`src/rtl/fcore_run_ctrl_pkg.sv`:
```
// Shared register map, control-bit positions and channel state type for the
// fCore run controller.
package fcore_run_ctrl_pkg;

   localparam logic [7:0] OFF_CTRL      = 8'h00;
   localparam logic [7:0] OFF_ENABLE    = 8'h04;
   localparam logic [7:0] OFF_PERIOD    = 8'h08;
   localparam logic [7:0] OFF_BUSY      = 8'h0C;
   localparam logic [7:0] OFF_OVR_MASK  = 8'h10;
   localparam logic [7:0] OFF_OVR_COUNT = 8'h14;

   // The window decodes word index addr[4:2] only.
   localparam logic [2:0] IDX_CTRL      = OFF_CTRL[4:2];
   localparam logic [2:0] IDX_ENABLE    = OFF_ENABLE[4:2];
   localparam logic [2:0] IDX_PERIOD    = OFF_PERIOD[4:2];
   localparam logic [2:0] IDX_BUSY      = OFF_BUSY[4:2];
   localparam logic [2:0] IDX_OVR_MASK  = OFF_OVR_MASK[4:2];
   localparam logic [2:0] IDX_OVR_COUNT = OFF_OVR_COUNT[4:2];

   localparam int CTRL_GLOBAL_EN_BIT   = 0;
   localparam int CTRL_SINGLE_SHOT_BIT = 1;

   localparam logic [1:0] AXI_RESP_OKAY = 2'b00;

   typedef enum logic {
      IDLE    = 1'b0,
      RUNNING = 1'b1
   } core_state_t;

endpackage

```
`src/rtl/fcore_run_channel.sv`:
```
// One fCore run/done tracker: issues a run pulse on trigger, holds busy until done.
//
// state   | meaning
// IDLE    | core stopped; trig with enable starts it
// RUNNING | run issued, waiting for done; trig here is an overrun
module fcore_run_channel
   import fcore_run_ctrl_pkg::*;
(
   input  logic clock,
   input  logic reset,
   input  logic trig,
   input  logic enable,
   input  logic done,
   output logic run,
   output logic busy,
   output logic overrun
);

   core_state_t state_q, state_d;
   logic        run_q, run_d;

   always_comb begin
      state_d = state_q;
      run_d   = 1'b0;
      overrun = 1'b0;
      case (state_q)
         IDLE: begin
            if (trig && enable) begin
               state_d = RUNNING;
               run_d   = 1'b1;
            end
         end
         RUNNING: begin
            // done beats a coincident trig, so the core restarts cleanly
            if (done) begin
               if (trig && enable) begin
                  run_d = 1'b1;
               end else begin
                  state_d = IDLE;
               end
            end else if (trig) begin
               overrun = 1'b1;
            end
         end
         default: state_d = IDLE;
      endcase
   end

   always_ff @(posedge clock or posedge reset) begin
      if (reset) begin
         state_q <= IDLE;
         run_q   <= 1'b0;
      end else begin
         state_q <= state_d;
         run_q   <= run_d;
      end
   end

   assign run  = run_q;
   assign busy = (state_q == RUNNING);

endmodule

```
`src/rtl/fcore_run_controller.sv`:
```
// Periodic run-strobe generator for an fCore array: AXI-lite register window,
// period timer, per-core channels and a saturating overrun counter.
module fcore_run_controller
   import fcore_run_ctrl_pkg::*;
#(
   parameter int unsigned N_CORES       = 4,
   parameter int unsigned COUNTER_WIDTH = 32,
   parameter int unsigned OVR_CNT_WIDTH = 16,
   parameter logic [31:0] BASE_ADDRESS  = 32'h0
) (
   input  logic                 clock,
   input  logic                 reset,
   input  logic [N_CORES-1:0]   done,
   output logic [N_CORES-1:0]   run,
   output logic [N_CORES-1:0]   busy,
   output logic                 tick,
   input  logic [31:0]          axi_in_awaddr,
   input  logic                 axi_in_awvalid,
   output logic                 axi_in_awready,
   input  logic [31:0]          axi_in_wdata,
   input  logic                 axi_in_wvalid,
   output logic                 axi_in_wready,
   output logic [1:0]           axi_in_bresp,
   output logic                 axi_in_bvalid,
   input  logic                 axi_in_bready,
   input  logic [31:0]          axi_in_araddr,
   input  logic                 axi_in_arvalid,
   output logic                 axi_in_arready,
   output logic [31:0]          axi_in_rdata,
   output logic [1:0]           axi_in_rresp,
   output logic                 axi_in_rvalid,
   input  logic                 axi_in_rready
);

   logic                     gen_q, gen_d;
   logic [N_CORES-1:0]       enable_q, enable_d;
   logic [COUNTER_WIDTH-1:0] period_q, period_d;
   logic [N_CORES-1:0]       ovr_mask_q, ovr_mask_d;
   logic [OVR_CNT_WIDTH-1:0] ovr_cnt_q, ovr_cnt_d;
   logic [COUNTER_WIDTH-1:0] cnt_q, cnt_d;
   logic                     tick_q, tick_d;
   logic                     awready_q, awready_d;
   logic                     bvalid_q, bvalid_d;
   logic                     arready_q, arready_d;
   logic                     rvalid_q, rvalid_d;
   logic [31:0]              rdata_q, rdata_d;

   logic [31:0]        wr_off, rd_off;
   logic [2:0]         wr_idx, rd_idx;
   logic               wr_fire, rd_fire;
   logic               ctrl_wr, enable_wr, period_wr, mask_wr, count_wr;
   logic               single_shot, timer_restart, timer_on, at_wrap, trig;
   logic [N_CORES-1:0] ovr_vec;
   logic [31:0]        rd_mux;
   logic               unused_bits;

   assign wr_off  = axi_in_awaddr - BASE_ADDRESS;
   assign rd_off  = axi_in_araddr - BASE_ADDRESS;
   assign wr_idx  = wr_off[4:2];
   assign rd_idx  = rd_off[4:2];
   assign wr_fire = awready_q && axi_in_awvalid && axi_in_wvalid;
   assign rd_fire = arready_q && axi_in_arvalid;

   assign ctrl_wr   = wr_fire && (wr_idx == IDX_CTRL);
   assign enable_wr = wr_fire && (wr_idx == IDX_ENABLE);
   assign period_wr = wr_fire && (wr_idx == IDX_PERIOD);
   assign mask_wr   = wr_fire && (wr_idx == IDX_OVR_MASK);
   assign count_wr  = wr_fire && (wr_idx == IDX_OVR_COUNT);

   assign single_shot   = ctrl_wr && axi_in_wdata[CTRL_SINGLE_SHOT_BIT];
   assign timer_restart = period_wr || (ctrl_wr && !axi_in_wdata[CTRL_GLOBAL_EN_BIT]);
   assign timer_on      = gen_q && (period_q != '0);
   assign at_wrap       = (cnt_q == (period_q - COUNTER_WIDTH'(1)));
   assign trig          = tick_q || single_shot;

   always_comb begin
      awready_d = axi_in_awvalid && axi_in_wvalid && !awready_q && !bvalid_q;
      bvalid_d  = bvalid_q;
      if (wr_fire) begin
         bvalid_d = 1'b1;
      end else if (bvalid_q && axi_in_bready) begin
         bvalid_d = 1'b0;
      end

      arready_d = axi_in_arvalid && !arready_q && !rvalid_q;
      rvalid_d  = rvalid_q;
      rdata_d   = rdata_q;
      if (rd_fire) begin
         rvalid_d = 1'b1;
         rdata_d  = rd_mux;
      end else if (rvalid_q && axi_in_rready) begin
         rvalid_d = 1'b0;
      end

      gen_d    = ctrl_wr   ? axi_in_wdata[CTRL_GLOBAL_EN_BIT] : gen_q;
      enable_d = enable_wr ? axi_in_wdata[N_CORES-1:0]        : enable_q;
      period_d = period_wr ? axi_in_wdata[COUNTER_WIDTH-1:0]  : period_q;

      // Software writes restart the period and swallow the tick due this cycle
      cnt_d  = '0;
      tick_d = 1'b0;
      if (timer_on && !timer_restart) begin
         tick_d = at_wrap;
         cnt_d  = at_wrap ? '0 : cnt_q + COUNTER_WIDTH'(1);
      end

      ovr_mask_d = ovr_mask_q;
      if (mask_wr) begin
         ovr_mask_d = ovr_mask_d & ~axi_in_wdata[N_CORES-1:0];
      end
      ovr_mask_d = ovr_mask_d | ovr_vec;

      ovr_cnt_d = ovr_cnt_q;
      if (count_wr) begin
         ovr_cnt_d = '0;
      end else if ((|ovr_vec) && (ovr_cnt_q != '1)) begin
         ovr_cnt_d = ovr_cnt_q + OVR_CNT_WIDTH'(1);
      end
   end

   always_comb begin
      rd_mux = 32'h0;
      case (rd_idx)
         IDX_CTRL:      rd_mux = 32'(gen_q);
         IDX_ENABLE:    rd_mux = 32'(enable_q);
         IDX_PERIOD:    rd_mux = 32'(period_q);
         IDX_BUSY:      rd_mux = 32'(busy);
         IDX_OVR_MASK:  rd_mux = 32'(ovr_mask_q);
         IDX_OVR_COUNT: rd_mux = 32'(ovr_cnt_q);
         default:       rd_mux = 32'h0;
      endcase
   end

   always_ff @(posedge clock or posedge reset) begin
      if (reset) begin
         gen_q      <= 1'b0;
         enable_q   <= '0;
         period_q   <= '0;
         ovr_mask_q <= '0;
         ovr_cnt_q  <= '0;
         cnt_q      <= '0;
         tick_q     <= 1'b0;
         awready_q  <= 1'b0;
         bvalid_q   <= 1'b0;
         arready_q  <= 1'b0;
         rvalid_q   <= 1'b0;
         rdata_q    <= '0;
      end else begin
         gen_q      <= gen_d;
         enable_q   <= enable_d;
         period_q   <= period_d;
         ovr_mask_q <= ovr_mask_d;
         ovr_cnt_q  <= ovr_cnt_d;
         cnt_q      <= cnt_d;
         tick_q     <= tick_d;
         awready_q  <= awready_d;
         bvalid_q   <= bvalid_d;
         arready_q  <= arready_d;
         rvalid_q   <= rvalid_d;
         rdata_q    <= rdata_d;
      end
   end

   for (genvar i = 0; i < int'(N_CORES); i++) begin : g_core
      fcore_run_channel u_channel (
         .clock   (clock),
         .reset   (reset),
         .trig    (trig),
         .enable  (enable_q[i]),
         .done    (done[i]),
         .run     (run[i]),
         .busy    (busy[i]),
         .overrun (ovr_vec[i])
      );
   end

   assign tick           = tick_q;
   assign axi_in_awready = awready_q;
   assign axi_in_wready  = awready_q;
   assign axi_in_bvalid  = bvalid_q;
   assign axi_in_bresp   = AXI_RESP_OKAY;
   assign axi_in_arready = arready_q;
   assign axi_in_rvalid  = rvalid_q;
   assign axi_in_rdata   = rdata_q;
   assign axi_in_rresp   = AXI_RESP_OKAY;

   assign unused_bits = ^{wr_off, rd_off, axi_in_wdata};

endmodule

```
`config.mk`:
```
export PLATFORM = sky130hd
export DESIGN_NAME = fcore_run_controller
export DESIGN_NICKNAME = d
export VERILOG_FILES = /design/src/rtl/fcore_run_ctrl_pkg.sv /design/src/rtl/fcore_run_channel.sv /design/src/rtl/fcore_run_controller.sv
export SDC_FILE = /design/constraint.sdc
export NUM_CORES = 1
export LEC_CHECK = 0
export ABC_AREA = 1
export CORE_ASPECT_RATIO = 1.25
export CORE_MARGIN = 2
export CORE_UTILIZATION = 45
export DETAILED_ROUTE_END_ITERATION = 12
export PLACE_DENSITY = 0.71
export RECOVER_POWER = 25
export SLEW_MARGIN = 15
export SYNTH_ARGS = -nofsm -noshare
export SYNTH_HDL_FRONTEND = slang
export SYNTH_SLANG_ARGS = --single-unit
```
`constraint.sdc`:
```
create_clock -name clock -period 5 [get_ports clock]
set_input_delay 0.75 -clock clock [delete_from_list [all_inputs] [get_ports clock]]
set_output_delay 0.75 -clock clock [all_outputs]
set_load 0.02 [all_outputs]
```
# Word-level counts from Yosys, hierarchy flattened
# Index checks and enable logic that the tools add are counted.
[totals]
ff_bits = 134
in_bits = 107
output_inout_bits = 50
word_cells = 120
[op_classes]
addsub = 3
eq_ne = 11
n_mux = 40
bitwise_logic = 7
n_reduce_logical = 39
[op_table]
columns = ["cell", "n"]
rows = [
  ["32-bit case mux with 6 select lines", 1],
  ["32-bit 2-to-1 mux", 2],
  ["32-bit by 1-bit adder with 32-bit output, second input constant", 1],
  ["32-bit equality test", 1],
  ["16-bit 2-to-1 mux", 2],
  ["32-bit nonzero test", 1],
  ["32-bit by 1-bit subtractor with 32-bit output, second input constant", 1],
  ["1-bit 2-to-1 mux", 26],
  ["1-bit logical AND", 24],
  ["16-bit by 1-bit adder with 16-bit output, second input constant", 1],
  ["16-bit != test, second input constant", 1],
  ["1-bit case mux with 2 select lines", 8],
  ["3-bit equality test, second input constant", 4],
  ["3-bit by 2-bit equality test with 1-bit output, second input constant", 3],
  ["3-bit by 1-bit equality test with 1-bit output, second input constant", 2],
  ["1-bit logical NOT", 6],
  ["3-bit logical NOT", 2],
  ["2-bit nonzero test", 3],
  ["4-bit AND", 1],
  ["4-bit 2-to-1 mux", 1],
  ["1-bit NOT", 4],
  ["4-bit NOT", 1],
  ["4-bit bitwise OR", 1],
  ["4-bit OR reduction", 1],
  ["1-bit logical OR", 2],
]

# Depth between registers and ports, before layout
[depth]
word_depth = 12
depth_mapped = 16
depth_no_buf = 16

# Hierarchy
# A second synthesis with hierarchy kept.
[hier_totals]
hier_cells = 1095
area_unflattened_um2 = 7885.1
[by_module_without_submodules]
columns = ["mod", "instances", "cells_each", "area_per_inst_um2", "seq_area_each_um2"]
rows = [
  ["fcore_run_controller", 1, 1055, 7524.7, 3153.0],
  ["fcore_run_channel", 4, 10, 90.1, 50.0],
]

# Worst setup path after synthesis
# No wires, ideal clock.
[synth_path]
path_kind = "input to register"
startpoint = "in axi_in_wvalid"
endpoint = "reg ovr_cnt_q[0]"
arrival_ns = 2.007
required_ns = 4.870
path_slack_ns = 2.863
path_stages = 10
n_path_buf = 1
path_cell_list = "nand2_1 -> nor2_2 -> nand3_1 -> o21bai_2 -> nand2_1 -> nand4_1 -> nand2_1 -> nand2_1 -> clkbuf_1 -> o21ai_0"
[synth_via]
elab_chain_cells = 10
word_cells_on_any_way = 18
cone_classes = "mux (10); reduce/logical (8)"
[synth_rtl]
columns = ["item", "line", "rtl"]
rows = [
  ["start: declaration", "fcore_run_controller.sv:21", "input logic axi_in_wvalid,"],
  ["1-bit logical AND (*)", "fcore_run_controller.sv:61", "assign wr_fire = awready_q && axi_in_awvalid && axi_in_wvalid;"],
  ["1-bit logical AND", "fcore_run_controller.sv:64", "assign ctrl_wr = wr_fire && (wr_idx == IDX_CTRL);"],
  ["1-bit logical AND", "fcore_run_controller.sv:70", "assign single_shot = ctrl_wr && axi_in_wdata[CTRL_SINGLE_SHOT_BIT];"],
  ["1-bit logical OR", "fcore_run_controller.sv:74", "assign trig = tick_q || single_shot;"],
  ["1-bit 2-to-1 mux", "fcore_run_channel.sv:41", "end else if (trig) begin"],
  ["1-bit 2-to-1 mux", "fcore_run_channel.sv:35", "if (done) begin"],
  ["1-bit 2-to-1 mux", "fcore_run_channel.sv:26", "case (state_q)"],
  ["4-bit OR reduction", "fcore_run_controller.sv:116", "end else if ((|ovr_vec) && (ovr_cnt_q != '1)) begin"],
  ["1-bit logical AND", "fcore_run_controller.sv:116", ""],
  ["2-bit nonzero test (no source line)", "n/a", ""],
  ["end signal: assignment", "fcore_run_controller.sv:153", "ovr_cnt_q <= ovr_cnt_d;"],
  ["end: declaration", "fcore_run_controller.sv:39", "logic [OVR_CNT_WIDTH-1:0] ovr_cnt_q, ovr_cnt_d;"],
]
# Every way passes the cells marked *; elsewhere a longest branch is shown, timed or not.
# A chain may end at the register's enable or synchronous reset.

==> results.cfg <==
[yosys]
ys_types = 40
avgSynthCellArea_um2 = 7.23
syn_inst = 1123
synth_warnings = 0
ys_seq_area_share_pct = 41.3
ys_seq_elements = 134
syn-cell-area_um2 = 8120

[setup_path]
r2r_end = tick
path_class = in2async
crit_path_start_kind = input pin
worstPathRequired_ns = 5.45
reg2reg_slack_ns = 1.84
reg2reg_depth = 14
crit-reg2reg-launch = period_q[0]
path_max_fanout = 64
worstPathArrival_ns = 3.84
cp-end-kind = async pin

[cts]
max-clock-path-buffers = 2
cts_tree = yes
clkTransAtPathRegs_ns = 0.06
cts_setup_buffers = 0
root_buffer = clkbuf_16
cts_resized = 0
cts.sinks = 134
htree_num_levels = 4
cts_inserted_buffers = 17
clock_latency_ns = 0.43
holdBufCountCts = 0

[drt]
vias_per_cell = 5.32
vias = 7636
drt_iter0_markers = 646
drc = 0
wl_um = 22800
ant_nets = 0
drt_pass1_iterations = 5
routedWlPerCell_um = 15.9

[sta]
tightestPinTransition_ns = 2.87
relSlewSlack_pct = -92.3
drv_slew = 65
finalHoldViolCount = 0
finalWorstPathRequiredPeriod_ns = 3.39
period_share_pct = 67.8
setup_viol = 0
skew_ns = 0.00872
rsz0062_at_grt = no
setup-tns-final_ns = 0
fmax_ghz = 0.295

[floorplanning]
chipHeight_um = 154
start_util_pct = 46.2
core_area_um2 = 17600
std_cell_rows = 54
ios = 157
die_x_um = 124
die_area_um2 = 19100

[final_layout]
areaGrowthSynthToFinish_pct = 19.3
diodes = 0
final_util_pct = 55.1
fin_nets = 1309
layout-drive-gt1-share_pct = 7.26
stdcell_area_um2 = 9690

[placement]
numPortBuffers = 94
placed_area_um2 = 9130
globalplace.congestion = 0.969
hpwl_um = 17200

[grt]
grt_max_degree = 65
overflow = 0
grt_pass1_vias = 7292
grt_pass1_wl_um = 36700
antenna_found_initial = 0
grtUsageTotal_pct = 24.6

[worst_hold_path]
min_from = axi_in_bvalid
min_path_cells = 1
holdPathEnd = axi_in_awready
hp-class = reg2reg

[outcome]
failed_checks = max-capacitance violations, max-slew violations
status = finished, violations left

[power_and_ir_drop]
peakVddDrop_mv = 0.237
p_leak_nw = 4.39
power.density_nw_per_um2 = 352

[run]
drv_cap = 1
[worst max-delay path: stages]
cell and delay (ns):
dlygate4sd3_1 0.55, clkinvlp_2 1.62, clkbuf_2 0.89
[where the power goes]
part / switching [mW] / internal, mW / total [mW] / leakage [nW]
clock network: 0.513 / 0.700 / 1.21 / 0.273
registers: 0.157 / 1.23 / 1.39 / 1.67
logic: 0.497 / 0.311 / 0.808 / 2.44
[state kept, by name, summed over array words and instances, names as in the netlist, 4 cells and up]
register	flops
period_q	32
ovr_cnt_q	16
axi_in_rdata	32
enable_q	4
cnt_q	32
g_core.u_channel.run	4
ovr_mask_q	4
g_core.u_channel.busy	4
[Yosys cell counts]
| cell type | n | area share [%] |
|---|---|---|
| nand2_1 | 298 | 14 |
| dfrtp_1 | 134 | 41 |
| inv_1 | 129 | 6.0 |
| nor2_1 | 118 | 5.5 |
| o21ai_0 | 87 | 5.4 |
| nand3_1 | 81 | 5.0 |
| a21oi_1 | 39 | 2.4 |
| nor3_1 | 28 | 1.7 |
| nand4_1 | 23 | 1.8 |
| clkbuf_1 | 20 | 0.92 |
| xor2_1 | 20 | 2.2 |
| o31ai_1 | 18 | 1.7 |
| buf_4 | 13 | 1.2 |
| nor2_2 | 12 | 0.92 |
| a21oi_2 | 10 | 1.1 |
| nand3b_1 | 10 | 0.92 |
| nor4_1 | 10 | 0.77 |
| xnor2_1 | 10 | 1.1 |
| buf_6 | 7 | 0.97 |
| nand2_2 | 7 | 0.54 |
| nor2_4 | 6 | 0.83 |
| buf_2 | 5 | 0.31 |
| mux2_2 | 4 | 0.55 |
| o22ai_1 | 4 | 0.31 |
| or2_2 | 4 | 0.31 |
| ha_1 | 3 | 0.46 |
| o211ai_1 | 3 | 0.28 |
| o21bai_1 | 3 | 0.28 |
| a211oi_1 | 2 | 0.18 |
| inv_2 | 2 | 0.092 |
| nand3_2 | 2 | 0.25 |
| o21ai_1 | 2 | 0.12 |
| o221ai_1 | 2 | 0.22 |
| a31oi_1 | 1 | 0.077 |
| and2_1 | 1 | 0.077 |
| conb_1 | 1 | 0.046 |
| nor2_8 | 1 | 0.25 |
| nor3b_1 | 1 | 0.092 |
| nor4_2 | 1 | 0.15 |
| o21bai_2 | 1 | 0.14 |
[how the worst max path moves through the flow]
| stage | start | endpoint | slack [ns] | cells past startpoint |
|---|---|---|---|---|
| 2_1_floorplan | reset | axi_in_arready | 0.67 | 1 |
| 4_1_cts | period_q[0] | tick | 1.87 | 14 |
| 3_3_place_gp | axi_in_wvalid | ovr_cnt_q[6] | 1.80 | 10 |
| 5_1_grt | reset | ovr_cnt_q[7] | 1.01 | 3 |
| 6_report | reset | g_core[1].u_channel.busy | 1.61 | 3 |
| 3_5_place_dp | axi_in_wvalid | ovr_cnt_q[6] | 1.74 | 10 |
[cells in the final DEF (no fill, tap or decap), types with 11 or more instances in the layout]
cell type and count:
nor3_1 28, nand3_1 81, xor2_1 20, o21ai_0 87, clkbuf_16 17, a21oi_1 39
nand2_1 297, nand4_1 23, nor2_1 119, dfrtp_1 134, o31ai_1 18, inv_1 128
clkdlybuf4s50_1 91, nor2_2 11
[cell families (layout without fill, tap and decap cells)]
group | after synthesis | count (layout) | share of synthesized area, %
buf+inv | 176 | 262 | 9.46
flops | 134 | 134 | 41.3
mux | 4 | 4 | 0.555
other cells | 1 | 4 | 0.0462
compound gates | 172 | 172 | 12.1
fa+ha+maj | 3 | 3 | 0.462
simple gates | 603 | 603 | 32.8
xor+xnor | 30 | 30 | 3.24
[metal layers]
metal,global-route usage [%],part of all wire [%],vias up
li1,-,-,3797
met1,32.9,44,3564
met2,39.9,47,228
met3,2.99,4.6,47
met4,10.7,3.7,0
met5,0,0,-
[per-stage QoR]
stage	hold WS, ns	cells	worst slack [ns]	power, mW
after floorplan	0.472	1126	0.667	1.89
after global placement	0.447	1404	1.80	2.19
after detailed placement	0.456	1404	1.74	2.21
after CTS	0.463	1436	1.87	3.42
after global routing	0.493	1436	1.01	3.59
final	0.456	1436	1.61	3.41
[layout make-up]
class / count / area [µm²]
Sequential cell: 134 / 3350
Clock buffer: 18 / 439
Clock inverter: 14 / 125
Timing Repair Buffer: 99 / 976
Multi-Input combinational cell: 816 / 4020
Inverter: 131 / 493
Tap cell: 224 / 280
Fill cell: 1725 / 7880
Power figures use the tool's default switching activity.
